$ cat src/rtl/wb_pkg.sv
// Shared types and default sizes for the write-back stage.
package wb_pkg;
  localparam int DATA_W_DEF  = 32;
  localparam int ADDR_W_DEF  = 4;
  localparam int TIMEOUT_DEF = 16;

  typedef enum logic [1:0] {
    IDLE = 2'd0,
    REQ  = 2'd1,
    WAIT = 2'd2
  } wb_state_t;
endpackage

$ cat src/rtl/wb_stage_if.sv
// Bundle of the MEM-side, memory-side and register-file-side signals of wb_stage.
// Optional WB_FWD_EN adds the in-flight-load hazard outputs.
interface wb_stage_if #(
    parameter int DATA_W = 32,
    parameter int ADDR_W = 4
);
    import wb_pkg::*;

    // valid/ready: a transfer happens on a posedge where both are 1; the
    // producer holds valid and payload stable until that edge.
    logic              in_valid;
    logic              in_ready;
    logic              in_wb_en;
    logic              in_mem_r_en;
    logic [ADDR_W-1:0] in_dest;
    logic [DATA_W-1:0] in_alu_result;
    logic              mem_req_valid;
    logic              mem_req_ready;
    logic [DATA_W-1:0] mem_req_addr;
    logic              mem_rsp_valid;
    logic [DATA_W-1:0] mem_rsp_data;
    logic              wb_en;
    logic [ADDR_W-1:0] wb_dest;
    logic [DATA_W-1:0] wb_value;
    logic              err;
    wb_state_t         dbg_state;
`ifdef WB_FWD_EN
    logic              fwd_pend;
    logic [ADDR_W-1:0] fwd_pend_dest;
`endif

    modport master (
        output in_valid, in_wb_en, in_mem_r_en, in_dest, in_alu_result,
        output mem_req_ready, mem_rsp_valid, mem_rsp_data,
        input  in_ready, mem_req_valid, mem_req_addr,
        input  wb_en, wb_dest, wb_value, err, dbg_state
`ifdef WB_FWD_EN
        , input fwd_pend, fwd_pend_dest
`endif
    );

    modport slave (
        input  in_valid, in_wb_en, in_mem_r_en, in_dest, in_alu_result,
        input  mem_req_ready, mem_rsp_valid, mem_rsp_data,
        output in_ready, mem_req_valid, mem_req_addr,
        output wb_en, wb_dest, wb_value, err, dbg_state
`ifdef WB_FWD_EN
        , output fwd_pend, fwd_pend_dest
`endif
    );
endinterface

$ cat src/rtl/wb_timeout_cnt.sv
// Clear/enable cycle counter that saturates at TIMEOUT-1 and flags it.
module wb_timeout_cnt #(
    parameter int TIMEOUT = 16
) (
    input  logic clk,
    input  logic rst,
    input  logic clr,
    input  logic en,
    output logic tc
);
    localparam int CNT_W = (TIMEOUT > 2) ? $clog2(TIMEOUT) : 1;

    logic [CNT_W-1:0] cnt;

    assign tc = (cnt == CNT_W'(TIMEOUT - 1));

    always_ff @(posedge clk or negedge rst) begin
        if (!rst) begin
            cnt <= '0;
        end else if (clr) begin
            cnt <= '0;
        end else if (en && !tc) begin
            cnt <= cnt + CNT_W'(1);
        end
    end
endmodule

$ cat src/rtl/wb_stage.sv
// Write-back stage: retires ALU results directly and completes loads over mem req/rsp.
// Define WB_FWD_EN to export the pending-load destination for the hazard unit.
module wb_stage
    import wb_pkg::*;
#(
    parameter int DATA_W  = DATA_W_DEF,
    parameter int ADDR_W  = ADDR_W_DEF,
    parameter int TIMEOUT = TIMEOUT_DEF
) (
    input logic        clk,
    input logic        rst,
    wb_stage_if.slave  bus
);
    wb_state_t         state;
    logic [ADDR_W-1:0] lat_dest;
    logic              lat_wb;
    logic              tc;
    logic              rsp_take;

    wb_timeout_cnt #(.TIMEOUT(TIMEOUT)) u_cnt (
        .clk (clk),
        .rst (rst),
        .clr (state != WAIT),
        .en  (state == WAIT),
        .tc  (tc)
    );

    // A response is taken in WAIT, or in REQ on the very edge the request is accepted.
    assign rsp_take = bus.mem_rsp_valid &&
                      ((state == WAIT) || (state == REQ && bus.mem_req_ready));

    assign bus.in_ready  = (state == IDLE);
    assign bus.dbg_state = state;
`ifdef WB_FWD_EN
    assign bus.fwd_pend_dest = lat_dest;
`endif

    always_ff @(posedge clk or negedge rst) begin
        if (!rst) begin
            state            <= IDLE;
            lat_dest         <= '0;
            lat_wb           <= 1'b0;
            bus.mem_req_valid <= 1'b0;
            bus.mem_req_addr <= '0;
            bus.wb_en        <= 1'b0;
            bus.wb_dest      <= '0;
            bus.wb_value     <= '0;
            bus.err          <= 1'b0;
`ifdef WB_FWD_EN
            bus.fwd_pend     <= 1'b0;
`endif
        end else begin
            bus.wb_en <= 1'b0;
            case (state)
                IDLE: begin
                    if (bus.in_valid) begin
                        if (bus.in_mem_r_en) begin
                            lat_dest          <= bus.in_dest;
                            lat_wb            <= bus.in_wb_en;
                            bus.mem_req_valid <= 1'b1;
                            bus.mem_req_addr  <= bus.in_alu_result;
                            state             <= REQ;
`ifdef WB_FWD_EN
                            bus.fwd_pend      <= bus.in_wb_en;
`endif
                        end else if (bus.in_wb_en) begin
                            bus.wb_en    <= 1'b1;
                            bus.wb_dest  <= bus.in_dest;
                            bus.wb_value <= bus.in_alu_result;
                        end
                    end
                end
                REQ: begin
                    if (bus.mem_req_ready) begin
                        bus.mem_req_valid <= 1'b0;
                        state             <= WAIT;
                    end
                end
                WAIT: begin
                    if (tc && !bus.mem_rsp_valid) begin
                        bus.err <= 1'b1;
                        state   <= IDLE;
`ifdef WB_FWD_EN
                        bus.fwd_pend <= 1'b0;
`endif
                    end
                end
                default: state <= IDLE;
            endcase

            // Completion overrides the REQ->WAIT move when req and rsp coincide.
            if (rsp_take) begin
                state <= IDLE;
                if (lat_wb) begin
                    bus.wb_en    <= 1'b1;
                    bus.wb_dest  <= lat_dest;
                    bus.wb_value <= bus.mem_rsp_data;
                end
`ifdef WB_FWD_EN
                bus.fwd_pend <= 1'b0;
`endif
            end
        end
    end
endmodule
$ cat src/flat_wrapper.sv
// flat-port wrapper written by rule: the top's interface ports become plain ports
module wb_stage_flat import wb_pkg::*;
#(
    parameter int DATA_W  = DATA_W_DEF,
    parameter int ADDR_W  = ADDR_W_DEF,
    parameter int TIMEOUT = TIMEOUT_DEF
)
  (clk, rst, bus_in_valid, bus_in_wb_en, bus_in_mem_r_en, bus_in_dest, bus_in_alu_result, bus_mem_req_ready, bus_mem_rsp_valid, bus_mem_rsp_data, bus_in_ready, bus_mem_req_valid, bus_mem_req_addr, bus_wb_en, bus_wb_dest, bus_wb_value, bus_err, bus_dbg_state);
  wb_stage_if #(.DATA_W(DATA_W), .ADDR_W(ADDR_W)) bus_i ();
  input logic clk;
  input logic rst;
  input wire logic [$bits(bus_i.in_valid)-1:0] bus_in_valid;
  input wire logic [$bits(bus_i.in_wb_en)-1:0] bus_in_wb_en;
  input wire logic [$bits(bus_i.in_mem_r_en)-1:0] bus_in_mem_r_en;
  input wire logic [$bits(bus_i.in_dest)-1:0] bus_in_dest;
  input wire logic [$bits(bus_i.in_alu_result)-1:0] bus_in_alu_result;
  input wire logic [$bits(bus_i.mem_req_ready)-1:0] bus_mem_req_ready;
  input wire logic [$bits(bus_i.mem_rsp_valid)-1:0] bus_mem_rsp_valid;
  input wire logic [$bits(bus_i.mem_rsp_data)-1:0] bus_mem_rsp_data;
  output wire logic [$bits(bus_i.in_ready)-1:0] bus_in_ready;
  output wire logic [$bits(bus_i.mem_req_valid)-1:0] bus_mem_req_valid;
  output wire logic [$bits(bus_i.mem_req_addr)-1:0] bus_mem_req_addr;
  output wire logic [$bits(bus_i.wb_en)-1:0] bus_wb_en;
  output wire logic [$bits(bus_i.wb_dest)-1:0] bus_wb_dest;
  output wire logic [$bits(bus_i.wb_value)-1:0] bus_wb_value;
  output wire logic [$bits(bus_i.err)-1:0] bus_err;
  output wire logic [$bits(bus_i.dbg_state)-1:0] bus_dbg_state;
  assign bus_i.in_valid = bus_in_valid;
  assign bus_i.in_wb_en = bus_in_wb_en;
  assign bus_i.in_mem_r_en = bus_in_mem_r_en;
  assign bus_i.in_dest = bus_in_dest;
  assign bus_i.in_alu_result = bus_in_alu_result;
  assign bus_i.mem_req_ready = bus_mem_req_ready;
  assign bus_i.mem_rsp_valid = bus_mem_rsp_valid;
  assign bus_i.mem_rsp_data = bus_mem_rsp_data;
  assign bus_in_ready = bus_i.in_ready;
  assign bus_mem_req_valid = bus_i.mem_req_valid;
  assign bus_mem_req_addr = bus_i.mem_req_addr;
  assign bus_wb_en = bus_i.wb_en;
  assign bus_wb_dest = bus_i.wb_dest;
  assign bus_wb_value = bus_i.wb_value;
  assign bus_err = bus_i.err;
  assign bus_dbg_state = bus_i.dbg_state;
  wb_stage #(.DATA_W(DATA_W), .ADDR_W(ADDR_W), .TIMEOUT(TIMEOUT)) u_core (.clk(clk), .rst(rst), .bus(bus_i));
endmodule
$ cat config.mk
export PLATFORM = sky130hd
export DESIGN_NAME = wb_stage_flat
export DESIGN_NICKNAME = d
export VERILOG_FILES = /design/src/rtl/wb_pkg.sv /design/src/rtl/wb_stage_if.sv /design/src/rtl/wb_timeout_cnt.sv /design/src/rtl/wb_stage.sv /design/src/flat_wrapper.sv
export SDC_FILE = /design/constraint.sdc
export NUM_CORES = 1
export LEC_CHECK = 0
export ABC_AREA = 1
export BUFFER_PORTS_ARGS = -buffer_cell sky130_fd_sc_hd__buf_2
export CORE_UTILIZATION = 40
export DETAILED_ROUTE_END_ITERATION = 16
export GPL_ROUTABILITY_DRIVEN = 1
export PLACE_DENSITY = 0.77
export SYNTH_ARGS = -nofsm -noshare
export SYNTH_HDL_FRONTEND = slang
export SYNTH_HIERARCHICAL = 1
export SYNTH_SLANG_ARGS = --single-unit
$ cat constraint.sdc
create_clock -name clk -period 2.35 [get_ports clk]
set_input_delay 0.235 -clock clk [delete_from_list [all_inputs] [get_ports clk]]
set_output_delay 0.235 -clock clk [all_outputs]
set_load 0.005 [all_outputs]
## Word level (Yosys, flattened, before mapping)

Index checks and enable logic that the tools add are counted.

- Output and inout bits: 74
- Word-level logic and storage cells: 66
- Input port bits: 75
- Register bits after elaboration: 82

- Muxes and demuxes: 30
- Add/subtract/negate cells: 1
- Equality and inequality tests: 11
- Reduce and logical (&&, ||, !) cells: 14

Operators with widths:

| cell | number |
|---|---|
| $mux W32 | 6 |
| $mux W4 | 8 |
| $mux W2 | 5 |
| $mux W1 | 9 |
| $ne A3 B2 Y1 const B | 3 |
| $ne A2 B2 Y1 const B | 4 |
| $reduce_and A4 Y1 | 2 |
| $pmux W2 S3 | 1 |
| $add A4 B1 Y4 const B | 1 |
| $eq A4 B4 Y1 const B | 1 |
| $logic_and A1 B1 Y1 | 4 |
| $reduce_bool A2 Y1 | 2 |
| $ne A3 B1 Y1 const B | 1 |
| $reduce_and A3 Y1 | 1 |
| $eq A2 B1 Y1 const B | 1 |
| $eq A2 B2 Y1 const B | 1 |
| $logic_not A1 Y1 | 2 |
| $logic_not A2 Y1 | 1 |
| $pmux W1 S2 | 1 |
| $reduce_and A2 Y1 | 1 |
| $logic_or A1 B1 Y1 | 1 |

## Longest topological paths before layout

Gate-level depths: netlist (run 1).

- Word-level depth: 6
- Gate-level depth with buffers: 9
- Mapped depth without buffers: 9

## Cells and area by module

The synthesis (run 1) kept the hierarchy.

By module, submodules not included:

| module | area an instance (µm²) | cells each | sequential area each (µm²) | times used |
|---|---|---|---|---|
| wb_stage | 3,756.1 | 470 | 1,951.9 | 1 |
| wb_timeout_cnt | 225.2 | 29 | 100.1 | 1 |

## Least setup slack after synthesis (run 1)

No wires, ideal clock.

- Path type: reg2reg
- From: reg u_core.state[0], in the netlist u_core/bus.dbg_state[0]
- To: reg u_core.bus.wb_dest[0]
- Library setup time: 0.117 ns
- Cell stages (with the launch flop): 8
- Data required time: 2.233 ns
- Slack: 1.081 ns
- Data arrival time: 1.152 ns
- Buffers on the path: 1
- Clock period less this slack: 1.269 ns
- Path through: dfrtp_1 inv_1 nand2_2 nand2_4 nand3_4 buf_4 nand2_1 nand2_1

- Word-level cells in the longest chain between the ends: 5
- Elaborated cells between the ends (all ways): 9
- Classes of those cells: 2 x eq/ne; 3 x mux; 4 x reduce/logical

Ends and longest elaborated chain:

| item | RTL line | text |
|---|---|---|
| from (decl) | wb_stage.sv:14 | `wb_state_t state;` |
| from (signal assigned) | wb_stage.sv:40 | `state <= IDLE;` |
| from (signal assigned) | wb_stage.sv:62 | `state <= REQ;` |
| from (signal assigned) | wb_stage.sv:76 | `state <= WAIT;` |
| $eq A2 B1 Y1 | wb_stage.sv:30 | `((state == WAIT) \|\| (state == REQ && bus.mem_req_ready));` |
| $logic_and A1 B1 Y1 | wb_stage.sv:30 |  |
| $logic_or A1 B1 Y1 | wb_stage.sv:30 |  |
| $logic_and A1 B1 Y1 | wb_stage.sv:29 | `assign rsp_take = bus.mem_rsp_valid &&` |
| $mux W4 (*) | wb_stage.sv:92 | `if (rsp_take) begin` |
| to (signal assigned) | wb_stage.sv:68 | `bus.wb_dest <= bus.in_dest;` |
| to (signal assigned) | wb_stage.sv:96 | `bus.wb_dest <= lat_dest;` |
| to (decl) | wb_stage_if.sv:46 | `output wb_en, wb_dest, wb_value, err, dbg_state` |

Mark *: on every way between the ends. The rest lies on a longest branch, timed or not.
A chain may end at the register's enable or synchronous reset.

## Final worst setup path (run 1)

- From: reg u_core.state[0], in the netlist u_core/bus.dbg_state[0]
- To: reg u_core.bus.wb_value[31]

- Word-level cells in the longest chain between the ends: 5
- Elaborated cells between the ends (all ways): 9
- Classes of those cells: 2 x eq/ne; 3 x mux; 4 x reduce/logical

Ends and longest elaborated chain:

| item | RTL line | text |
|---|---|---|
| $eq A2 B1 Y1 | wb_stage.sv:30 |  |
| $logic_and A1 B1 Y1 | wb_stage.sv:30 |  |
| $logic_or A1 B1 Y1 | wb_stage.sv:30 |  |
| $logic_and A1 B1 Y1 | wb_stage.sv:29 |  |
| $mux W32 (*) | wb_stage.sv:92 |  |
| to (signal assigned) | wb_stage.sv:69 | `bus.wb_value <= bus.in_alu_result;` |
| to (signal assigned) | wb_stage.sv:97 | `bus.wb_value <= bus.mem_rsp_data;` |
| to (decl) | wb_stage_if.sv:46 |  |

Marks and branches as above.

==> results of run 1 <==
==> logic make-up (layout without fill, tap and decap cells) <==
group,after synthesis,after routing,synth area share
fa+ha+maj,1,1,0.00314
compound gates,39,39,0.0506
flops,82,82,0.515
buf+inv,82,220,0.0883
simple gates,294,294,0.340
xor+xnor,1,1,0.00220
==> worst min-delay path by stage <==
stage,end,slack (ns),cells past startpoint
floorplan,u_core/bus.dbg_state[0],-0.06,0
global placement,u_core/bus.mem_req_addr[25],0.22,1
detailed placement,u_core/bus.mem_req_addr[25],0.22,1
CTS,u_core/bus.wb_value[3],0.12,3
global route,u_core/bus.mem_req_addr[10],0.13,3
finish,u_core/bus.wb_value[1],0.14,3
==> critical path, stage by stage, from the launching register on <==
cell     delay, ns
dfrtp_1       0.47
inv_1         0.14
nand2_2       0.11
nand2_4       0.35
nand3_4       0.45
nand2_1       0.21
nand2_1       0.07
==> through the flow <==
step	total power [W]	area, sq um	util	hold WS (ns)	setup slack (ns)
floorplan	0.00347	3980	-	-0.0606	1.08
global placement	0.00427	4800	0.493	0.216	0.568
detailed placement	0.00438	4800	0.493	0.220	0.449
CTS	0.00548	5010	0.515	0.123	0.432
global route	0.00590	5010	0.515	0.134	0.224
finish	0.00543	5010	0.515	0.141	0.440
==> registers in the layout (all words and copies together) (netlist names) <==
signal,cells
u_core/bus.dbg_state,2
u_core/bus.err,1
u_core/bus.mem_req_addr,32
u_core/bus.mem_req_valid,1
u_core/bus.wb_dest,4
u_core/bus.wb_en,1
u_core/bus.wb_value,32
u_core/lat_dest,4
u_core/lat_wb,1
u_core/u_cnt/cnt,4
==> cell usage after synthesis, types with 3 or more instances <==
library cell	count
o21ai_0	37
nor2_1	5
nand4_1	74
buf_4	6
inv_1	44
nand3_1	4
nand3_2	3
inv_2	3
dfrtp_1	82
clkbuf_1	10
nand2_1	202
buf_2	16
==> area by class of cell <==
cell class / instances / area (sq um)
multi-input combinational: 335 / 1580
timing repair buffer: 158 / 833
sequential: 82 / 2050
inverter: 47 / 176
fill: 959 / 4720
clock buffer: 9 / 124
clock inverter: 6 / 82.6
tap: 133 / 166
==> per-layer routing <==
| metal | global-route usage | routed length (microns) |
|---|---|---|
| met2 | 0.365 | 5200 |
| met4 | 0.0847 | 188 |
| met5 | 0 | 0 |
| met3 | 0.0400 | 739 |
| met1 | 0.258 | 4550 |
==> timing repair <==
item                                    in CTS  in global routing
hold buffers                                 1                  0
hold endpoints to repair                    33                  0
endpoints found under the setup margin       0                  0
==> where the power goes <==
part | switching (W) | internal (W) | leakage (nW)
combinational | 0.00118 | 0.000819 | 1.80
sequential | 0.000348 | 0.00199 | 1.03
clock | 0.000504 | 0.000587 | 0.105
total | 0.00203 | 0.00340 | 2.94
==> impl_metrics.toml, run 1 <==
[routing]
drt-initial-drc-count = 155
drcViolationCount = 0
via_per_inst = 4.97
drtAntennaViolNets = 0
num_vias = 3826
wire_per_inst_microns = 13.9
firstDrtPassIters = 4
wl_microns = 10700

[timing]
fin_crit_sh = 0.813
finalHoldViolCount = 0
rsz0062_at_grt = "false"
slew_headroom = 0.688
tightest_slew_ns = 0.469
maxSlewViolCount = 0
finalSetupViolCount = 0
min_period_ns = 1.91
fmax_mhz = 524
finalSetupTns_ns = 0
skew_ns = 0.00710

[placed_design]
place_congestion = 0.753
port_buffers = 148
placedCellCount = 754
place_hpwl_microns = 7380

[flow_run]
cap_violations = 0

[synth]
netlist.area_leader.share = 0.515
synthArstFlopShare = 1.00
seq_area_frac_synth = 0.515
synth_area_sq_um = 3980
ys_warn_count = 6
yosysUniqueCellTypes = 23
synth_edf_count = 0
synth-main-ff-cell = "dfrtp_1"
ys_ff_latch = 82
yosys.area.top_type = "dfrtp_1"
syn_nets = 575
synth_cells = 499
synth_area_leaders = "dfrtp_1 (52%), nand2_1 (19%), nand4_1 (12%)"
syn_avg_cell_area_sq_um = 7.98

[clock_network]
clkSinkCount = 82
post_cts_buffers = 0
cts_tree = "built"
cts-htree-levels = 3
insertion_delay_ns = 0.34
cts.path.max_buffers = 2
clkTransAtPathRegs_ns = 0.08
post_cts_resize_count = 0
clockRootBuffer = "clkbuf_8"
cts_made_buffers = 9

[worst_setup_path]
cp.arrival_ns = 2.14
crit_path_end_kind = "flop"
critPathLaunch = "u_core/bus.dbg_state[0]"
rrSetupSlack_ns = 0.44
r2r-end = "u_core/bus.wb_value[31]"
worstSetupPathType = "reg -> reg"
r2r-start = "u_core/bus.dbg_state[0]"
crit_fanout = 37
worstRegToRegCells = 6
cp-start-kind = "flop"
required_ns = 2.58
crit_end = "u_core/bus.wb_value[31]"

[global_route]
grt_pass1_vias = 3681
grt_max_degree = 50
antenna_found_initial = 0
grt_usage = 0.211
grt_pass1_wl_microns = 17000
overflow = 0

[cells_and_area]
mostFrequentLayoutCell = "nand2_1"
drive_gt1_frac = 0.289
fin_cells = 770
antenna_cells = 0
final_cell_mix = "nand2_1 (202), buf_2 (147), dfrtp_1 (82)"
area_growth_pct = 25.9
final_nets = 709

[min_path]
min_path_type = "in -> reg"
worstHoldStart = "bus_mem_rsp_data[1]"

[floorplanning]
die_w_microns = 102
core_area_sq_um = 9730
die_y_microns = 102
io_pins = 149
dieArea_sq_um = 10400
initial_core_util = 0.409
std_cell_rows = 36

[power]
powerDensity_nw_per_um2 = 1080
p_leak_nw = 2.94
irDropWorstVdd_mv = 0.410

[outcome]
status = "complete, no violations"
(Power assumes the default switching activity.)
==> run 2: changes to the inputs <==
- ABC_AREA: 1 -> 0
- PLACE_DENSITY: 0.77 -> 0.78
- clock period: 2.35 -> 1.91 ns (I/O delays scaled with it)
==> impl_metrics.toml, run 2 <==
[global_route]
grt_usage = 0.228
antenna_found_initial = 0
overflow = 0
grt_max_degree = 49
grt_pass1_wl_microns = 17400
grt_pass1_vias = 3505

[cells_and_area]
fin_util = 0.545
area_growth_pct = 29.6
mostFrequentLayoutCell = "buf_2"
final_nets = 550
antenna_cells = 0
final_cell_mix = "buf_2 (147), dfrtp_1 (82), o21ai_0 (38)"
fillers = 788
drive_gt1_frac = 0.455
reg.largest.list = "u_core/bus.mem_req_addr x32, u_core/bus.wb_value x32"

[floorplanning]
die_w_microns = 98.7
core_area_sq_um = 8890
std_cell_rows = 34
io_pins = 149
initial_core_util = 0.421
dieArea_sq_um = 9740
die_y_microns = 98.7

[clock_network]
cts_made_buffers = 9
insertion_delay_ns = 0.34
cts.path.max_buffers = 2
cts-htree-levels = 3
clkTransAtPathRegs_ns = 0.08
post_cts_buffers = 0
clockRootBuffer = "clkbuf_8"
cts_tree = "built"
clkSinkCount = 82

[worst_setup_path]
rrSetupSlack_ns = 0.26
cp.arrival_ns = 1.87
crit_path_max_incr_delay_ns = 0.47
worstRegToRegCells = 4
path_cells = "nor3b_4, and2_2, buf_4, mux2_2"
required_ns = 2.13
crit_path_top_delay_cell = "dfrtp_1"
worstSetupPathType = "reg -> reg"
cp-start-kind = "flop"
crit_fanout = 17
crit_path_end_kind = "flop"

[routing]
firstDrtPassIters = 4
drcViolationCount = 0
drt-initial-drc-count = 210
via_per_inst = 5.70
drtAntennaViolNets = 0
wire_per_inst_microns = 18.1
num_vias = 3348
wl_microns = 10600

[timing]
skew_ns = 0.0104
finalHoldViolCount = 0
finalSetupTns_ns = 0
maxSlewViolCount = 0
slew_headroom = 0.676
finalSetupViolCount = 0
fin_crit_sh = 0.862
rsz0062_at_grt = "false"
fmax_mhz = 607
tightest_slew_ns = 0.486
min_period_ns = 1.65

[min_path]
hold_depth = 2
min_path_type = "in -> reg"

[placed_design]
place_hpwl_microns = 7230
place_congestion = 0.757
port_buffers = 148

[synth]
synth_edf_count = 0
ys_ff_latch = 82
syn_avg_cell_area_sq_um = 11.3
synth_area_leaders = "dfrtp_1 (55%), mux2_2 (8.7%), a211oi_1 (7.2%)"
ys_warn_count = 6
syn_nets = 408
netlist.area_leader.share = 0.549
yosys.area.top_type = "dfrtp_1"
yosysUniqueCellTypes = 36
yosys-top-cells-count = "dfrtp_1 (82), o21ai_0 (38), a211oi_1 (36), a31oi_1 (36), nand3_1 (36)"
seq_area_frac_synth = 0.549
synth-main-ff-cell = "dfrtp_1"
synthArstFlopShare = 1.00
synth_cells = 332
post-synth-top-count-cell = "dfrtp_1"
synth_area_sq_um = 3740

[power]
p_int_w = 0.00398
p_leak_nw = 2.16
pwr-share-clk = 0.240
seqPwrFrac = 0.456
powerDensity_nw_per_um2 = 1190
switchingPower_w = 0.00178
irDropWorstVdd_mv = 0.615
swShare = 0.308
total_power_w = 0.00576
p_comb_frac = 0.304

[flow_run]
cap_violations = 0

[outcome]
status = "complete, no violations"
[run 2: cell type report]
type                       count  area (sq um)  share of cell area
timing repair buffer         165           898               0.185
inverter                       2          7.51             0.00155
tap                          108           135              0.0279
sequential                    82          2050               0.423
clock buffer                  11           141              0.0292
multi-input combinational    214          1530               0.317
clock inverter                 5          77.6              0.0160
[run 2: what timing repair did]
| item | in CTS | in global routing |
|---|---|---|
| hold endpoints to repair | 34 | 0 |
| resized for setup | 0 | 0 |
| hold buffers | 1 | 0 |
[run 2: per-layer routing]
| metal | GRT usage | part of all wire |
|---|---|---|
| met1 | 0.302 | 0.43 |
| met2 | 0.372 | 0.49 |
| met3 | 0.0468 | 0.068 |
| met4 | 0.0815 | 0.012 |
| met5 | 0 | 0 |
[run 2: cells by family (layout without fill, tap and decap cells)]
| family | Yosys count | count (layout) | share of synthesized area |
|---|---|---|---|
| compound gates | 116 | 116 | 0.194 |
| fa+ha+maj | 1 | 1 | 0.00335 |
| mux | 39 | 39 | 0.118 |
| flops | 82 | 82 | 0.549 |
| simple gates | 58 | 58 | 0.0913 |
| buf+inv | 36 | 183 | 0.0442 |
[run 2: path summary, 6_finish.rpt]
check                                          from                          end
max in group asynchronous                       rst        u_core/bus.wb_dest[3]
min in group asynchronous                       rst   u_core/bus.mem_req_addr[5]
max                         u_core/bus.dbg_state[1]  u_core/bus.mem_req_addr[11]
max reg2reg                 u_core/bus.dbg_state[1]  u_core/bus.mem_req_addr[11]
min reg2reg                u_core/bus.mem_req_valid     u_core/bus.mem_req_valid
min                               bus_mem_rsp_valid      u_core/bus.dbg_state[1]
[run 2: power by group through the flow]
stage               Combinational, W  Clock, W  Sequential (W)
finish                       0.00175   0.00138         0.00263
global route                 0.00192   0.00150         0.00270
CTS                          0.00177   0.00142         0.00263
detailed placement           0.00176         0         0.00266
global placement             0.00169         0         0.00262
floorplan                   0.000774         0         0.00268
[run 2: critical path, delay by kind of cell (launching register included)]
kind                   cells  cell delay [ns]
buffers and inverters      1             0.25
DFF                        1             0.47
muxes                      1             0.37
and+or+nand+nor            2             0.43
[run 2: stage by stage]
stage               setup WS (ns)  instances  hold WS [ns]  instance area (sq um)
global placement            0.327        570         0.182                   4620
finish                      0.263        587        0.0517                   4850
global route                0.159        587        0.0341                   4850
floorplan                   0.195        332        -0.105                   3740
CTS                         0.256        587        0.0239                   4850
detailed placement          0.273        570         0.187                   4620
==> run 3: changes to the inputs <==
- PLACE_DENSITY: 0.78 -> 0.68
==> impl_metrics.toml, run 3 (same netlist as run 2, synthesis figures left out) <==
[min_path]
hold_depth = 2
worstHoldStart = "bus_mem_rsp_valid"
min_path_type = "in -> reg"
min_to = "u_core/bus.dbg_state[1]"

[cells_and_area]
final_cell_mix = "buf_2 (147), dfrtp_1 (82), o21ai_0 (38)"
fin_util = 0.547
final_nets = 552
reg.largest.list = "u_core/bus.mem_req_addr x32, u_core/bus.wb_value x32"
fillers = 819
fin_cells = 589
antenna_cells = 0
drive_gt1_frac = 0.459
area_growth_pct = 30.0
mostFrequentLayoutCell = "buf_2"

[power]
powerDensity_nw_per_um2 = 1170
irDropWorstVdd_mv = 0.584
p_leak_nw = 2.17

[routing]
drcViolationCount = 0
drtAntennaViolNets = 0
drt-initial-drc-count = 166
firstDrtPassIters = 4
wl_microns = 10600
via_per_inst = 5.72
num_vias = 3368
wire_per_inst_microns = 18.0

[floorplanning]
std_cell_rows = 34
die_w_microns = 98.7
initial_core_util = 0.421
die_y_microns = 98.7
dieArea_sq_um = 9740
io_pins = 149
core_area_sq_um = 8890

[worst_setup_path]
crit_path_end_kind = "flop"
rrSetupSlack_ns = 0.23
crit_path_max_incr_delay_ns = 0.48
crit_path_top_delay_cell = "dfrtp_1"
cp-start-kind = "flop"
crit_fanout = 19
path_delay_family = "flip-flops"
critPathBufInv = 1
cp.arrival_ns = 1.92
worstRegToRegCells = 4
r2r-end = "u_core/bus.mem_req_addr[22]"
path_cells = "nor3b_4, and2_2, buf_4, mux2_2"
critical_path_depth = 4
r2r-start = "u_core/bus.dbg_state[1]"
worstSetupPathType = "reg -> reg"
required_ns = 2.15

[global_route]
grt_pass1_vias = 3372
antenna_found_initial = 0
grt_usage = 0.229
grt_pass1_wl_microns = 17300
grt_max_degree = 46
overflow = 0

[clock_network]
cts_made_buffers = 9
cts-htree-levels = 3
cts.path.max_buffers = 2
clkSinkCount = 82
insertion_delay_ns = 0.35
cts_tree = "built"
clockRootBuffer = "clkbuf_8"
clkTransAtPathRegs_ns = 0.09

[timing]
tightest_slew_ns = 0.589
finalHoldViolCount = 0
min_period_ns = 1.68
rsz0062_at_grt = "false"
finalSetupTns_ns = 0
fmax_mhz = 596
maxSlewViolCount = 0
skew_ns = 0.00886
slew_headroom = 0.607
fin_crit_sh = 0.879
finalSetupViolCount = 0

[placed_design]
place_hpwl_microns = 7310
port_buffers = 148
place_congestion = 0.771
placedCellCount = 572

[flow_run]
cap_violations = 0

[outcome]
status = "complete, no violations"
## run 3: cell types whose count changed in the layout (fill, tap and decap cells not counted)
| cell | previous run | this run |
|---|---|---|
| clkbuf_8 | 10 | 9 |
| buf_4 | 15 | 16 |
| clkbuf_1 | 1 | 0 |
| clkinv_2 | 2 | 0 |
| buf_12 | 2 | 3 |
| inv_8 | 0 | 1 |
| bufinv_16 | 2 | 1 |
| inv_6 | 0 | 4 |
## run 3: per-stage QoR
step                      setup WS, ns  area (sq um)  total power, W  hold WS [ns]
after global routing             0.150          4860         0.00606        0.0142
final                            0.231          4860         0.00570        0.0208
after detailed placement         0.249          4640         0.00441         0.240
after CTS                        0.228          4860         0.00575       0.00204
after floorplan                  0.195          3740         0.00345        -0.105
after global placement           0.297          4640         0.00434         0.230
## run 3: repair_timing
action,4_1_cts,5_1_grt
hold buffers,1,0
gates resized for setup,0,0
setup buffers,0,0
hold endpoints to repair,44,0
## run 3: worst register-to-register path: cells and delay by family, from the launching register on
family / cells / cell delay (ns)
buffers and inverters: 1 / 0.27
muxes: 1 / 0.38
and+or+nand+nor: 2 / 0.43
DFF: 1 / 0.48
## run 3: worst max path at each step
stage / endpoint / start / slack [ns]
floorplan: u_core/bus.mem_req_addr[0] / u_core/bus.dbg_state[1] / 0.20
global placement: u_core/bus.mem_req_addr[22] / u_core/bus.dbg_state[1] / 0.30
detailed placement: u_core/bus.mem_req_addr[22] / u_core/bus.dbg_state[1] / 0.25
CTS: u_core/bus.mem_req_addr[22] / u_core/bus.dbg_state[1] / 0.23
global route: u_core/bus.mem_req_addr[22] / u_core/bus.dbg_state[1] / 0.15
finish: u_core/bus.mem_req_addr[22] / u_core/bus.dbg_state[1] / 0.23
## run 3: layer usage
layer | up-vias | wire length (microns) | track usage
li1 | 1539 | - | -
met1 | 1655 | 4620 | 0.311
met2 | 162 | 5090 | 0.361
met3 | 12 | 713 | 0.0397
met4 | 0 | 170 | 0.103
met5 | - | 0 | 0
## run 3: power by group
group / internal (W) / switching (W)
clock: 0.000632 / 0.000691
combinational: 0.000902 / 0.000844
sequential: 0.00232 / 0.000307
## run 3: cell type report
cell class,instances,area (sq um),share of cell area
clock buffer,9,124,0.0255
clock inverter,7,83.8,0.0172
inverter,2,7.51,0.00154
multi-input combinational,214,1530,0.315
sequential,82,2050,0.422
tap,108,135,0.0278
timing repair buffer,167,926,0.190
